<file path="src/rtl/uart_pkg.sv">
// Shared definitions for the UART receive path: FSM states, data width and
// the clocks-per-bit calculation.
package uart_pkg;

    localparam int DATA_W = 8;

    typedef enum logic [1:0] {
        IDLE  = 2'd0,
        START = 2'd1,
        DATA  = 2'd2,
        STOP  = 2'd3
    } rx_state_t;

    function automatic int calc_bit_cycles(input int clk_freq, input int baud);
        return clk_freq / baud;
    endfunction

endpackage

</file>
<file path="src/rtl/uart_rx_sync.sv">
// Two-flop synchronizer for the asynchronous rx line plus a falling-edge
// detector on the synchronized signal. All stages reset to the idle level (1).
module uart_rx_sync (
    input  logic clk,
    input  logic rst,
    input  logic rx,
    output logic rx_sync,
    output logic fall
);

    logic [1:0] sync_reg;
    logic       prev_reg;

    always_ff @(posedge clk) begin
        if (rst) begin
            sync_reg <= 2'b11;
            prev_reg <= 1'b1;
        end else begin
            sync_reg <= {sync_reg[0], rx};
            prev_reg <= sync_reg[1];
        end
    end

    assign rx_sync = sync_reg[1];
    assign fall    = prev_reg & ~sync_reg[1];

endmodule

</file>
<file path="src/rtl/uart_rx_top.sv">
// 8N1 UART receiver: mid-bit sampling FSM, cycle/bit counters and shift register.
// Optional macro UART_RX_FRAME_ERR_EN adds a one-clock frame_err pulse output.
module uart_rx_top
    import uart_pkg::*;
#(
    parameter int CLK_FREQ = 50_000_000,
    parameter int BAUD     = 9600
) (
    input  logic              clk,
    input  logic              rst,
    input  logic              rx,
    output logic [DATA_W-1:0] data_rx,
    output logic              done_rx
`ifdef UART_RX_FRAME_ERR_EN
    ,
    output logic              frame_err
`endif
);

    localparam int BIT_CYCLES = calc_bit_cycles(CLK_FREQ, BAUD);
    localparam int CNT_W      = (BIT_CYCLES > 2) ? $clog2(BIT_CYCLES) : 1;
    localparam logic [CNT_W-1:0] HALF_LAST = CNT_W'(BIT_CYCLES / 2 - 1);
    localparam logic [CNT_W-1:0] BIT_LAST  = CNT_W'(BIT_CYCLES - 1);

    logic rx_sync;
    logic fall;

    uart_rx_sync u_sync (
        .clk     (clk),
        .rst     (rst),
        .rx      (rx),
        .rx_sync (rx_sync),
        .fall    (fall)
    );

    rx_state_t         state_reg, state_next;
    logic [CNT_W-1:0]  cnt_reg, cnt_next;
    logic [2:0]        bit_reg, bit_next;
    logic [DATA_W-1:0] shift_reg, shift_next;
    logic [DATA_W-1:0] data_reg, data_next;
    logic              done_reg, done_next;
`ifdef UART_RX_FRAME_ERR_EN
    logic              frame_err_reg, frame_err_next;
`endif

    always_ff @(posedge clk) begin
        if (rst) begin
            state_reg <= IDLE;
            cnt_reg   <= '0;
            bit_reg   <= '0;
            shift_reg <= '0;
            data_reg  <= '0;
            done_reg  <= 1'b0;
        end else begin
            state_reg <= state_next;
            cnt_reg   <= cnt_next;
            bit_reg   <= bit_next;
            shift_reg <= shift_next;
            data_reg  <= data_next;
            done_reg  <= done_next;
        end
    end

`ifdef UART_RX_FRAME_ERR_EN
    always_ff @(posedge clk) begin
        if (rst) frame_err_reg <= 1'b0;
        else     frame_err_reg <= frame_err_next;
    end
    assign frame_err = frame_err_reg;
`endif

    always_comb begin
        state_next = state_reg;
        cnt_next   = cnt_reg + 1'b1;
        bit_next   = bit_reg;
        shift_next = shift_reg;
        data_next  = data_reg;
        done_next  = 1'b0;
`ifdef UART_RX_FRAME_ERR_EN
        frame_err_next = 1'b0;
`endif
        case (state_reg)
            IDLE: begin
                cnt_next = '0;
                if (fall) state_next = START;
            end
            START: begin
                // Re-check the line at the middle of the start bit to reject glitches.
                if (cnt_reg == HALF_LAST) begin
                    cnt_next   = '0;
                    state_next = rx_sync ? IDLE : DATA;
                end
            end
            DATA: begin
                if (cnt_reg == BIT_LAST) begin
                    cnt_next   = '0;
                    shift_next = {rx_sync, shift_reg[DATA_W-1:1]};
                    bit_next   = bit_reg + 3'd1;
                    if (bit_reg == 3'd7) state_next = STOP;
                end
            end
            STOP: begin
                if (cnt_reg == BIT_LAST) begin
                    cnt_next   = '0;
                    state_next = IDLE;
                    if (rx_sync) begin
                        data_next = shift_reg;
                        done_next = 1'b1;
                    end else begin
`ifdef UART_RX_FRAME_ERR_EN
                        frame_err_next = 1'b1;
`endif
                    end
                end
            end
            default: begin
                state_next = IDLE;
                cnt_next   = '0;
            end
        endcase
    end

    assign data_rx = data_reg;
    assign done_rx = done_reg;

endmodule

</file>
<file path="config.mk">
export PLATFORM = sky130hd
export DESIGN_NAME = uart_rx_top
export DESIGN_NICKNAME = d
export VERILOG_FILES = /design/src/rtl/uart_pkg.sv /design/src/rtl/uart_rx_sync.sv /design/src/rtl/uart_rx_top.sv
export SDC_FILE = /design/constraint.sdc
export NUM_CORES = 1
export LEC_CHECK = 0
export CORE_ASPECT_RATIO = 0.5
export CORE_MARGIN = 2
export CORE_UTILIZATION = 49
export DETAILED_ROUTE_END_ITERATION = 6
export PLACE_DENSITY = 0.66
export SLEW_MARGIN = 20
export SYNTH_ARGS = -nofsm -noshare
export SYNTH_HDL_FRONTEND = slang
export SYNTH_SLANG_ARGS = --single-unit
</file>
<file path="constraint.sdc">
create_clock -name clk -period 6 [get_ports clk]
set_input_delay 1.2 -clock clk [delete_from_list [all_inputs] [get_ports clk]]
set_output_delay 1.2 -clock clk [all_outputs]
set_load 0.02 [all_outputs]
</file>
== Word-level counts from Yosys, hierarchy flattened ==
Cells that the tools add are included.

* Word-level logic and storage cells: 42
* Register bits after elaboration: 38
* Output and inout bits: 9
* Input bits: 3

* Bitwise operators: 4
* $add $sub $neg: 2
* Muxes and demuxes: 11
* Reduce and logical (&&, ||, !) cells: 6
* Eq/ne operators: 11

{| class="wikitable"
|+ Operator list
! cell !! number
|-
| 13-bit case mux with 3 select lines || 1
|-
| 13-bit two-way mux || 2
|-
| 13-bit by 1-bit adder with 13-bit output, second input constant || 1
|-
| 13-bit by 12-bit equality test with 1-bit output, second input constant || 1
|-
| 13-bit equality test, second input constant || 1
|-
| 2-bit two-way mux || 6
|-
| 2-bit != test, second input constant || 5
|-
| 2-bit case mux with 4 select lines || 1
|-
| 5-bit AND reduction || 1
|-
| 2-bit equality test, second input constant || 2
|-
| 3-bit by 1-bit adder with 3-bit output, second input constant || 1
|-
| 3-bit equality test, second input constant || 1
|-
| 1-bit inverter || 3
|-
| 3-bit AND reduction || 1
|-
| 3-bit OR reduction || 1
|-
| 2-bit by 1-bit equality test with 1-bit output, second input constant || 1
|-
| 2-bit logical NOT || 1
|-
| 2-bit AND reduction || 1
|-
| 2-bit OR reduction || 1
|-
| 1-bit bitwise AND || 1
|-
| 1-bit two-way mux || 1
|}

== Logic depth before layout (Yosys ltp) ==
Gate-level depths: netlist (run 1).

* Word-level depth: 4
* Gate-level depth with buffers: 6
* Mapped depth without buffers: 6

== Modules after synthesis ==
A second synthesis (run 1) with hierarchy kept.

* Cell total of the unflattened synthesis: 177
* Area total of the unflattened synthesis: 1,669.1 um^2

{| class="wikitable"
|+ By module, submodules not included
! module !! area an instance (um^2) !! seq. area each (um^2) !! cells an instance !! instances
|-
| uart_rx_top || 1,584.0 || 700.7 || 170 || 1
|-
| uart_rx_sync || 85.1 || 60.1 || 7 || 1
|}

== Worst setup path before layout (run 1) ==
OpenSTA, ideal clock, no wires.

* Path type: input to register
* Start point: input rst
* End point: register cnt_reg[10]
* Arrival time: 2.302 ns
* Data required time: 5.935 ns
* Buffers on the path: 2
* Setup slack: 3.632 ns
* Stages on the path: 6
* Cells stage by stage: clkbuf_1 > or3b_2 > a31oi_1 > a21oi_1 > clkbuf_1 > nor2_1

{| class="wikitable"
|+ RTL lines
! item !! line !! text
|-
| from (decl) || uart_rx_top.sv:10 || <nowiki>input logic rst,</nowiki>
|-
| to (signal assigned) || uart_rx_top.sv:56 || <nowiki>cnt_reg <= cnt_next;</nowiki>
|-
| to (decl) || uart_rx_top.sv:37 || <nowiki>logic [CNT_W-1:0] cnt_reg, cnt_next;</nowiki>
|}

==> impl_metrics.prom, run 1 <==
# TYPE chip_impl_metric gauge
chip_impl_info{name="outcome",value="completed"} 1
chip_impl_info{name="cp_cell_sequence",value="clkdlybuf4s50_1 -> or3b_2 -> a31oi_1 -> a21oi_1 -> nor2_1"} 1
chip_impl_metric{name="slew_headroom",unit="%"} 34.5
chip_impl_metric{name="timing.critical_path.depth",unit=""} 5
chip_impl_metric{name="worst-path-max-fanout",unit=""} 27
chip_impl_metric{name="finalWeightedCongestion",unit=""} 0.808
chip_impl_info{name="crit_family",value="buffers and inverters"} 1
chip_impl_metric{name="yosys_warnings",unit=""} 0
chip_impl_metric{name="timing.reg2reg.worst_path_depth",unit=""} 5
chip_impl_metric{name="wl_per_cell",unit="microns"} 11.8
chip_impl_metric{name="syn_area_per_cell",unit="sq um"} 9.75
chip_impl_info{name="worst_hold_path_type",value="reg -> reg"} 1
chip_impl_metric{name="routed-via-count",unit=""} 1136
chip_impl_info{name="critical_path.reg2reg.endpoint",value="shift_reg[1]$_SDFFE_PP0P_"} 1
chip_impl_metric{name="grt_pass1_wl",unit="microns"} 4740
chip_impl_metric{name="fp.dieH",unit="microns"} 44.4
chip_impl_metric{name="synth-seq-area-share",unit="%"} 47.6
chip_impl_metric{name="synth_edf_count",unit=""} 0
chip_impl_metric{name="drive_gt1_share",unit="%"} 8.43
chip_impl_metric{name="critical_path_buf_inv_count",unit=""} 1
chip_impl_metric{name="cts_num_sinks",unit=""} 38
chip_impl_metric{name="total_power",unit="mW"} 0.439
chip_impl_metric{name="numCtsBuffers",unit=""} 5
chip_impl_metric{name="grt_start_max_net_pins",unit=""} 28
chip_impl_metric{name="gr-usage-all-layers",unit="%"} 16.4
chip_impl_metric{name="timing.final.setup_violations",unit=""} 0
chip_impl_metric{name="post-dp-hpwl",unit="microns"} 1760
chip_impl_metric{name="die_w",unit="microns"} 84.8
chip_impl_metric{name="top_level_ports",unit=""} 12
chip_impl_metric{name="dr.first_iter.drc_count",unit=""} 24
chip_impl_metric{name="vdd_ir_drop_max",unit="V"} 0.000125
chip_impl_metric{name="ys_seq_elements",unit=""} 38
chip_impl_metric{name="drv.max_cap_violation_count",unit=""} 0
chip_impl_info{name="tritoncts",value="done"} 1
chip_impl_metric{name="final_antenna_net_count",unit=""} 0
chip_impl_info{name="critPathCapture",value="cnt_reg[4]$_SDFF_PP0_"} 1
chip_impl_metric{name="global_route.overflow_total",unit=""} 0
chip_impl_metric{name="syn2layout_area_growth",unit="%"} 14.5
chip_impl_metric{name="placeableCoreArea",unit="sq um"} 3050
chip_impl_metric{name="grt_antenna_before_repair",unit=""} 0
chip_impl_metric{name="cts.htree.levels",unit=""} 2
chip_impl_metric{name="holdBufCountCts",unit=""} 0
chip_impl_metric{name="max_freq",unit="GHz"} 0.305
chip_impl_metric{name="num_rows",unit=""} 14
chip_impl_metric{name="portBuffers",unit=""} 11
chip_impl_metric{name="path_clk_slew",unit="ns"} 0.07
chip_impl_metric{name="viasPerCell",unit=""} 5.21
chip_impl_metric{name="worst_ep_required_time",unit="ns"} 6.13
chip_impl_metric{name="r2r_setup_slack",unit="ns"} 3.45
chip_impl_metric{name="power.density",unit="nW/um^2"} 240
chip_impl_info{name="yosys_most_used_dff",value="dfxtp_1"} 1
chip_impl_metric{name="cts_repair_resize_count",unit=""} 0
chip_impl_info{name="crit_path_end_kind",value="flop"} 1
chip_impl_metric{name="wirelength",unit="microns"} 2580
chip_impl_metric{name="post-route-period-util",unit="%"} 54.7
chip_impl_metric{name="drt_first_pass_iters",unit=""} 4
chip_impl_metric{name="preCtsSetupSlack",unit="ns"} 2.41
chip_impl_info{name="rsz0062_at_grt",value="false"} 1
chip_impl_info{name="worst_r2r_startpoint",value="cnt_reg[0]$_SDFF_PP0_"} 1
chip_impl_metric{name="design.die.area",unit="sq um"} 3760
chip_impl_metric{name="post-route-worst-setup-slack",unit="ns"} 2.72
chip_impl_info{name="cp-start-kind",value="input pin"} 1
chip_impl_metric{name="slew_at_the_pin_closest_to_its_max_slew_limit",unit="ns"} 0.983
chip_impl_metric{name="starting_density_of_the_core",unit="%"} 52.5
chip_impl_metric{name="number_of_nets_in_the_final_layout",unit=""} 183
chip_impl_metric{name="cp.arrival",unit="ns"} 3.41
chip_impl_metric{name="max_stage_delay",unit="ns"} 1.04
chip_impl_metric{name="asyncSetResetFlopFracSynth",unit="%"} 0
chip_impl_metric{name="skew",unit="ns"} 0.00635
chip_impl_metric{name="final-hold-violation-count",unit=""} 0
chip_impl_metric{name="time_the_worst_path_needs_with_i_o_delays_and_setup",unit="ns"} 3.28
chip_impl_metric{name="synth.cell_area",unit="sq um"} 1600
chip_impl_info{name="layout_common_cells",value="38 x dfxtp_1, 31 x nor2_1, 18 x mux2i_1"} 1
chip_impl_metric{name="largest_reg_flops",unit=""} 13
chip_impl_metric{name="totalNegativeSetupSlack",unit="ns"} 0
chip_impl_metric{name="power.static_leakage",unit="nW"} 0.584
chip_impl_info{name="crit_slowest_cell",value="clkdlybuf4s50_1"} 1
chip_impl_info{name="crit_path_start",value="rst"} 1
chip_impl_info{name="clock_tree.root_cell",value="clkbuf_8"} 1
chip_impl_metric{name="postSynthNetCount",unit=""} 170
chip_impl_metric{name="max-clock-path-buffers",unit=""} 2
chip_impl_metric{name="clkLatencyLatePin",unit="ns"} 0.29
chip_impl_metric{name="drc",unit=""} 0
chip_impl_metric{name="num_antenna_cells",unit=""} 0
chip_impl_metric{name="synth.distinct_cells",unit=""} 34
chip_impl_metric{name="hold_ws",unit="ns"} 0.413
chip_impl_metric{name="timing_max_transition_violations_final",unit=""} 0
chip_impl_metric{name="netlist_instances",unit=""} 164
chip_impl_metric{name="via_count_of_the_first_global_routing_pass",unit=""} 1072
chip_impl_info{name="final_common_cell",value="dfxtp_1"} 1
chip_impl_metric{name="cts_post_setup_buffers_inserted",unit=""} 0
chip_impl_info{name="category_of_the_critical_setup_timing_path",value="in -> reg"} 1
where the power goes:
group | leakage (nW) | switching (mW) | internal [mW] | total (mW)
combinational | 0.229 | 0.00416 | 0.00278 | 0.00694
sequential | 0.307 | 0.00147 | 0.253 | 0.255
clock | 0.0482 | 0.0846 | 0.0926 | 0.177
metrics by stage:
step           cells  instance area (sq um)  utilization [%]
4_1_cts          218                   1830             60.1
5_1_grt          218                   1830             60.1
6_report         218                   1830             60.1
2_1_floorplan    164                   1600                -
3_5_place_dp     210                   1740             57.1
3_3_place_gp     210                   1740             57.1
worst min-delay path by stage:
stage | from | endpoint | slack [ns] | cells past startpoint
after global placement | u_sync.sync_reg[0]$_SDFF_PP1_ | u_sync.sync_reg[1]$_SDFF_PP1_ | 0.39 | 1
after CTS | u_sync.sync_reg[0]$_SDFF_PP1_ | u_sync.sync_reg[1]$_SDFF_PP1_ | 0.42 | 1
after floorplan | u_sync.sync_reg[0]$_SDFF_PP1_ | u_sync.sync_reg[1]$_SDFF_PP1_ | 0.39 | 1
after global routing | u_sync.sync_reg[0]$_SDFF_PP1_ | u_sync.sync_reg[1]$_SDFF_PP1_ | 0.45 | 1
after detailed placement | u_sync.sync_reg[0]$_SDFF_PP1_ | u_sync.sync_reg[1]$_SDFF_PP1_ | 0.40 | 1
final | u_sync.sync_reg[0]$_SDFF_PP1_ | u_sync.sync_reg[1]$_SDFF_PP1_ | 0.41 | 1
area by class of cell:
type                       count  area (sq um)
sequential                    38           761
timing repair buffer          12           118
fill                         275          1220
inverter                       2          7.51
tap                           40          50.0
clock inverter                 1          5.00
multi-input combinational    118           803
clock buffer                   7          86.3
routing by layer:
layer / vias up / global-route usage (%) / part of all wire [%]
met5: - / 0 / 0
met1: 520 / 20.4 / 53
met4: 0 / 7.62 / 1.3
met2: 18 / 26.1 / 41
li1: 593 / - / -
met3: 5 / 6.16 / 4.5
cell families after synthesis:
group	after synthesis	share of synthesized area (%)
xor gates and xnor gates	11	6.03
and+or+nand+nor	77	26.7
AOI/OAI and AO/OA	8	2.82
muxes	19	12.0
adders and majority gates	3	2.35
buffers and inverters	8	2.58
DFF	38	47.6
synthesized netlist by cell type, drive strengths merged (4+ instances only):
library cell | n | share of area, %
nor2 | 31 | 7.3
nor2b | 4 | 1.6
nand3 | 9 | 2.8
nand2 | 5 | 1.2
dfxtp | 38 | 48
nor3 | 6 | 1.9
clkbuf | 4 | 0.94
xnor2 | 8 | 4.4
mux2i | 18 | 11
Note: power is estimated with default switching activity, not from simulation.
==> run 2, diff against run 1 <==
- PLACE_DENSITY: 0.66 -> 0.68
- clock period: 6 -> 2.65 ns (I/O delays scaled with it)
==> run 2 against run 1 <==
Final area is 3.6% higher. Clock skew is 0.0019 ns higher. Setup slack worse by 2.4 ns. Largest power group is now the clock network. Register-to-register slack worse by 3.1 ns. Cell count is 0.92% higher.
==> impl_metrics.prom, run 2 (synthesized netlist as in run 1, its figures left out) <==
# TYPE chip_impl_metric gauge
chip_impl_metric{name="via_count_of_the_first_global_routing_pass",unit=""} 1046
chip_impl_metric{name="number_of_nets_in_the_final_layout",unit=""} 185
chip_impl_metric{name="slew_headroom",unit="%"} 34.3
chip_impl_metric{name="design.die.area",unit="sq um"} 3760
chip_impl_metric{name="numCtsBuffers",unit=""} 5
chip_impl_metric{name="global_route.overflow_total",unit=""} 0
chip_impl_metric{name="power.static_leakage",unit="nW"} 0.617
chip_impl_metric{name="vdd_ir_drop_max",unit="V"} 0.000315
chip_impl_info{name="layout_common_cells",value="38 x dfxtp_1, 31 x nor2_1, 18 x mux2i_1"} 1
chip_impl_metric{name="placeableCoreArea",unit="sq um"} 3050
chip_impl_metric{name="r2r_setup_slack",unit="ns"} 0.31
chip_impl_metric{name="finish.utilization",unit="%"} 62.2
chip_impl_metric{name="cts_post_setup_buffers_inserted",unit=""} 0
chip_impl_metric{name="final-hold-violation-count",unit=""} 0
chip_impl_metric{name="path_clk_slew",unit="ns"} 0.07
chip_impl_metric{name="max-clock-path-buffers",unit=""} 2
chip_impl_info{name="outcome",value="completed"} 1
chip_impl_info{name="final_common_cell",value="dfxtp_1"} 1
chip_impl_metric{name="post-route-worst-setup-slack",unit="ns"} 0.307
chip_impl_metric{name="drc",unit=""} 0
chip_impl_metric{name="drive_gt1_share",unit="%"} 10.0
chip_impl_metric{name="slew_at_the_pin_closest_to_its_max_slew_limit",unit="ns"} 0.986
chip_impl_metric{name="final_antenna_net_count",unit=""} 0
chip_impl_metric{name="clkLatencyLatePin",unit="ns"} 0.29
chip_impl_metric{name="power.density",unit="nW/um^2"} 627
chip_impl_metric{name="max_stage_delay",unit="ns"} 0.79
chip_impl_info{name="critical_path.reg2reg.endpoint",value="cnt_reg[9]$_SDFF_PP0_"} 1
chip_impl_metric{name="timing.final.setup_violations",unit=""} 0
chip_impl_metric{name="gr-usage-met1",unit="%"} 19.4
chip_impl_info{name="cp_cell_sequence",value="ha_1 -> nor4bb_1 -> a31oi_1 -> a21oi_1 -> nor2_1"} 1
chip_impl_metric{name="time_the_worst_path_needs_with_i_o_delays_and_setup",unit="ns"} 2.34
chip_impl_metric{name="cp.arrival",unit="ns"} 2.47
chip_impl_metric{name="detailed_place.area",unit="sq um"} 1750
chip_impl_info{name="rsz0062_at_grt",value="false"} 1
chip_impl_metric{name="largest_reg_flops",unit=""} 13
chip_impl_info{name="worst_hold_path_type",value="reg -> reg"} 1
chip_impl_metric{name="wirelength",unit="microns"} 2700
chip_impl_metric{name="worst_hold_path.num_cells",unit=""} 1
chip_impl_metric{name="post-dp-hpwl",unit="microns"} 1810
chip_impl_metric{name="cts_num_sinks",unit=""} 38
chip_impl_metric{name="worst_ep_required_time",unit="ns"} 2.78
chip_impl_metric{name="starting_density_of_the_core",unit="%"} 52.5
chip_impl_metric{name="top_level_ports",unit=""} 12
chip_impl_metric{name="totalNegativeSetupSlack",unit="ns"} 0
chip_impl_metric{name="holdBufCountCts",unit=""} 0
chip_impl_metric{name="max_freq",unit="GHz"} 0.427
chip_impl_metric{name="fp.dieH",unit="microns"} 44.4
chip_impl_metric{name="gr-usage-met3",unit="%"} 5.04
chip_impl_metric{name="routed-via-count",unit=""} 1179
chip_impl_metric{name="grt_antenna_before_repair",unit=""} 0
chip_impl_info{name="crit_path_start",value="cnt_reg[0]$_SDFF_PP0_"} 1
chip_impl_metric{name="grt_start_max_net_pins",unit=""} 24
chip_impl_metric{name="timing.reg2reg.worst_path_depth",unit=""} 5
chip_impl_metric{name="timing_max_transition_violations_final",unit=""} 0
chip_impl_metric{name="drt_first_pass_iters",unit=""} 4
chip_impl_metric{name="grt_pass1_wl",unit="microns"} 4530
chip_impl_info{name="worst_r2r_startpoint",value="cnt_reg[0]$_SDFF_PP0_"} 1
chip_impl_metric{name="dr.first_iter.drc_count",unit=""} 49
chip_impl_metric{name="die_w",unit="microns"} 84.8
chip_impl_metric{name="syn2layout_area_growth",unit="%"} 18.6
chip_impl_info{name="crit_family",value="compound AO/OA/AOI/OAI gates"} 1
chip_impl_metric{name="post-route-period-util",unit="%"} 88.4
chip_impl_info{name="category_of_the_critical_setup_timing_path",value="reg -> reg"} 1
chip_impl_info{name="tritoncts",value="done"} 1
chip_impl_info{name="crit_slowest_cell",value="a21oi_1"} 1
chip_impl_info{name="clock_tree.root_cell",value="clkbuf_8"} 1
chip_impl_metric{name="stdcell_area",unit="sq um"} 1900
chip_impl_metric{name="viasPerCell",unit=""} 5.36
chip_impl_metric{name="gr-usage-all-layers",unit="%"} 15.6
chip_impl_metric{name="wl_per_cell",unit="microns"} 12.3
chip_impl_info{name="busiest_layer",value="met2"} 1
chip_impl_metric{name="cts.htree.levels",unit=""} 2
chip_impl_metric{name="num_antenna_cells",unit=""} 0
chip_impl_metric{name="skew",unit="ns"} 0.00822
chip_impl_metric{name="num_rows",unit=""} 14
chip_impl_metric{name="timing.critical_path.depth",unit=""} 5
chip_impl_metric{name="grt_use_met2",unit="%"} 25.5
chip_impl_metric{name="portBuffers",unit=""} 11
chip_impl_metric{name="worst-path-max-fanout",unit=""} 13
chip_impl_metric{name="cts_repair_resize_count",unit=""} 0
chip_impl_metric{name="critical_path_buf_inv_count",unit=""} 0
chip_impl_info{name="critPathCapture",value="cnt_reg[9]$_SDFF_PP0_"} 1
chip_impl_info{name="crit_path_end_kind",value="flop"} 1
chip_impl_info{name="cp-start-kind",value="flop"} 1
chip_impl_metric{name="preCtsSetupSlack",unit="ns"} 0.316
chip_impl_metric{name="finalWeightedCongestion",unit=""} 0.772
chip_impl_metric{name="drv.max_cap_violation_count",unit=""} 0
-- run 2: changes by cell type in the layout (fill, tap and decap cells not counted), sizes merged --
cell	before	now
clkinv	1	0
buf	1	3
clkbuf	7	6
bufinv	0	2
-- run 2: routing by layer --
layer / part of all wire [%] / wire, microns
met5: 0 / 0
met4: 0.56 / 15
met1: 50 / 1340
met3: 3.4 / 91
met2: 46 / 1240
-- run 2: final cells by class --
cell class | instances | area [sq um]
Fill cell | 263 | 1150
Clock inverter | 2 | 60.1
Sequential cell | 38 | 761
Timing Repair Buffer | 14 | 133
Clock buffer | 6 | 82.6
Inverter | 2 | 7.51
Multi-Input combinational cell | 118 | 803
Tap cell | 40 | 50.0
-- run 2: per-stage QoR --
step / hold WS [ns] / power, mW / instances
finish: 0.425 / 1.19 / 220
global route: 0.450 / 1.23 / 220
CTS: 0.435 / 1.20 / 220
detailed placement: 0.413 / 0.607 / 212
global placement: 0.394 / 0.607 / 212
floorplan: 0.389 / 0.601 / 164
-- run 2: worst min path at each step --
| stage | start | to |
|---|---|---|
| finish | u_sync.sync_reg[0]$_SDFF_PP1_ | u_sync.sync_reg[1]$_SDFF_PP1_ |
| CTS | u_sync.sync_reg[0]$_SDFF_PP1_ | u_sync.sync_reg[1]$_SDFF_PP1_ |
| floorplan | u_sync.sync_reg[0]$_SDFF_PP1_ | u_sync.sync_reg[1]$_SDFF_PP1_ |
| global placement | u_sync.sync_reg[0]$_SDFF_PP1_ | u_sync.sync_reg[1]$_SDFF_PP1_ |
| detailed placement | u_sync.sync_reg[0]$_SDFF_PP1_ | u_sync.sync_reg[1]$_SDFF_PP1_ |
| global route | u_sync.sync_reg[0]$_SDFF_PP1_ | u_sync.sync_reg[1]$_SDFF_PP1_ |
-- run 2: worst register-to-register path, stage by stage, from the launching register on --
cell	delay, ns
dfxtp_1	0.43
ha_1	0.31
nor4bb_1	0.40
a31oi_1	0.14
a21oi_1	0.79
nor2_1	0.12
-- run 2: power breakdown --
part,switching (mW),internal (mW)
Clock,0.195,0.401
Combinational,0.00964,0.00732
Sequential,0.00338,0.574
Total,0.208,0.983
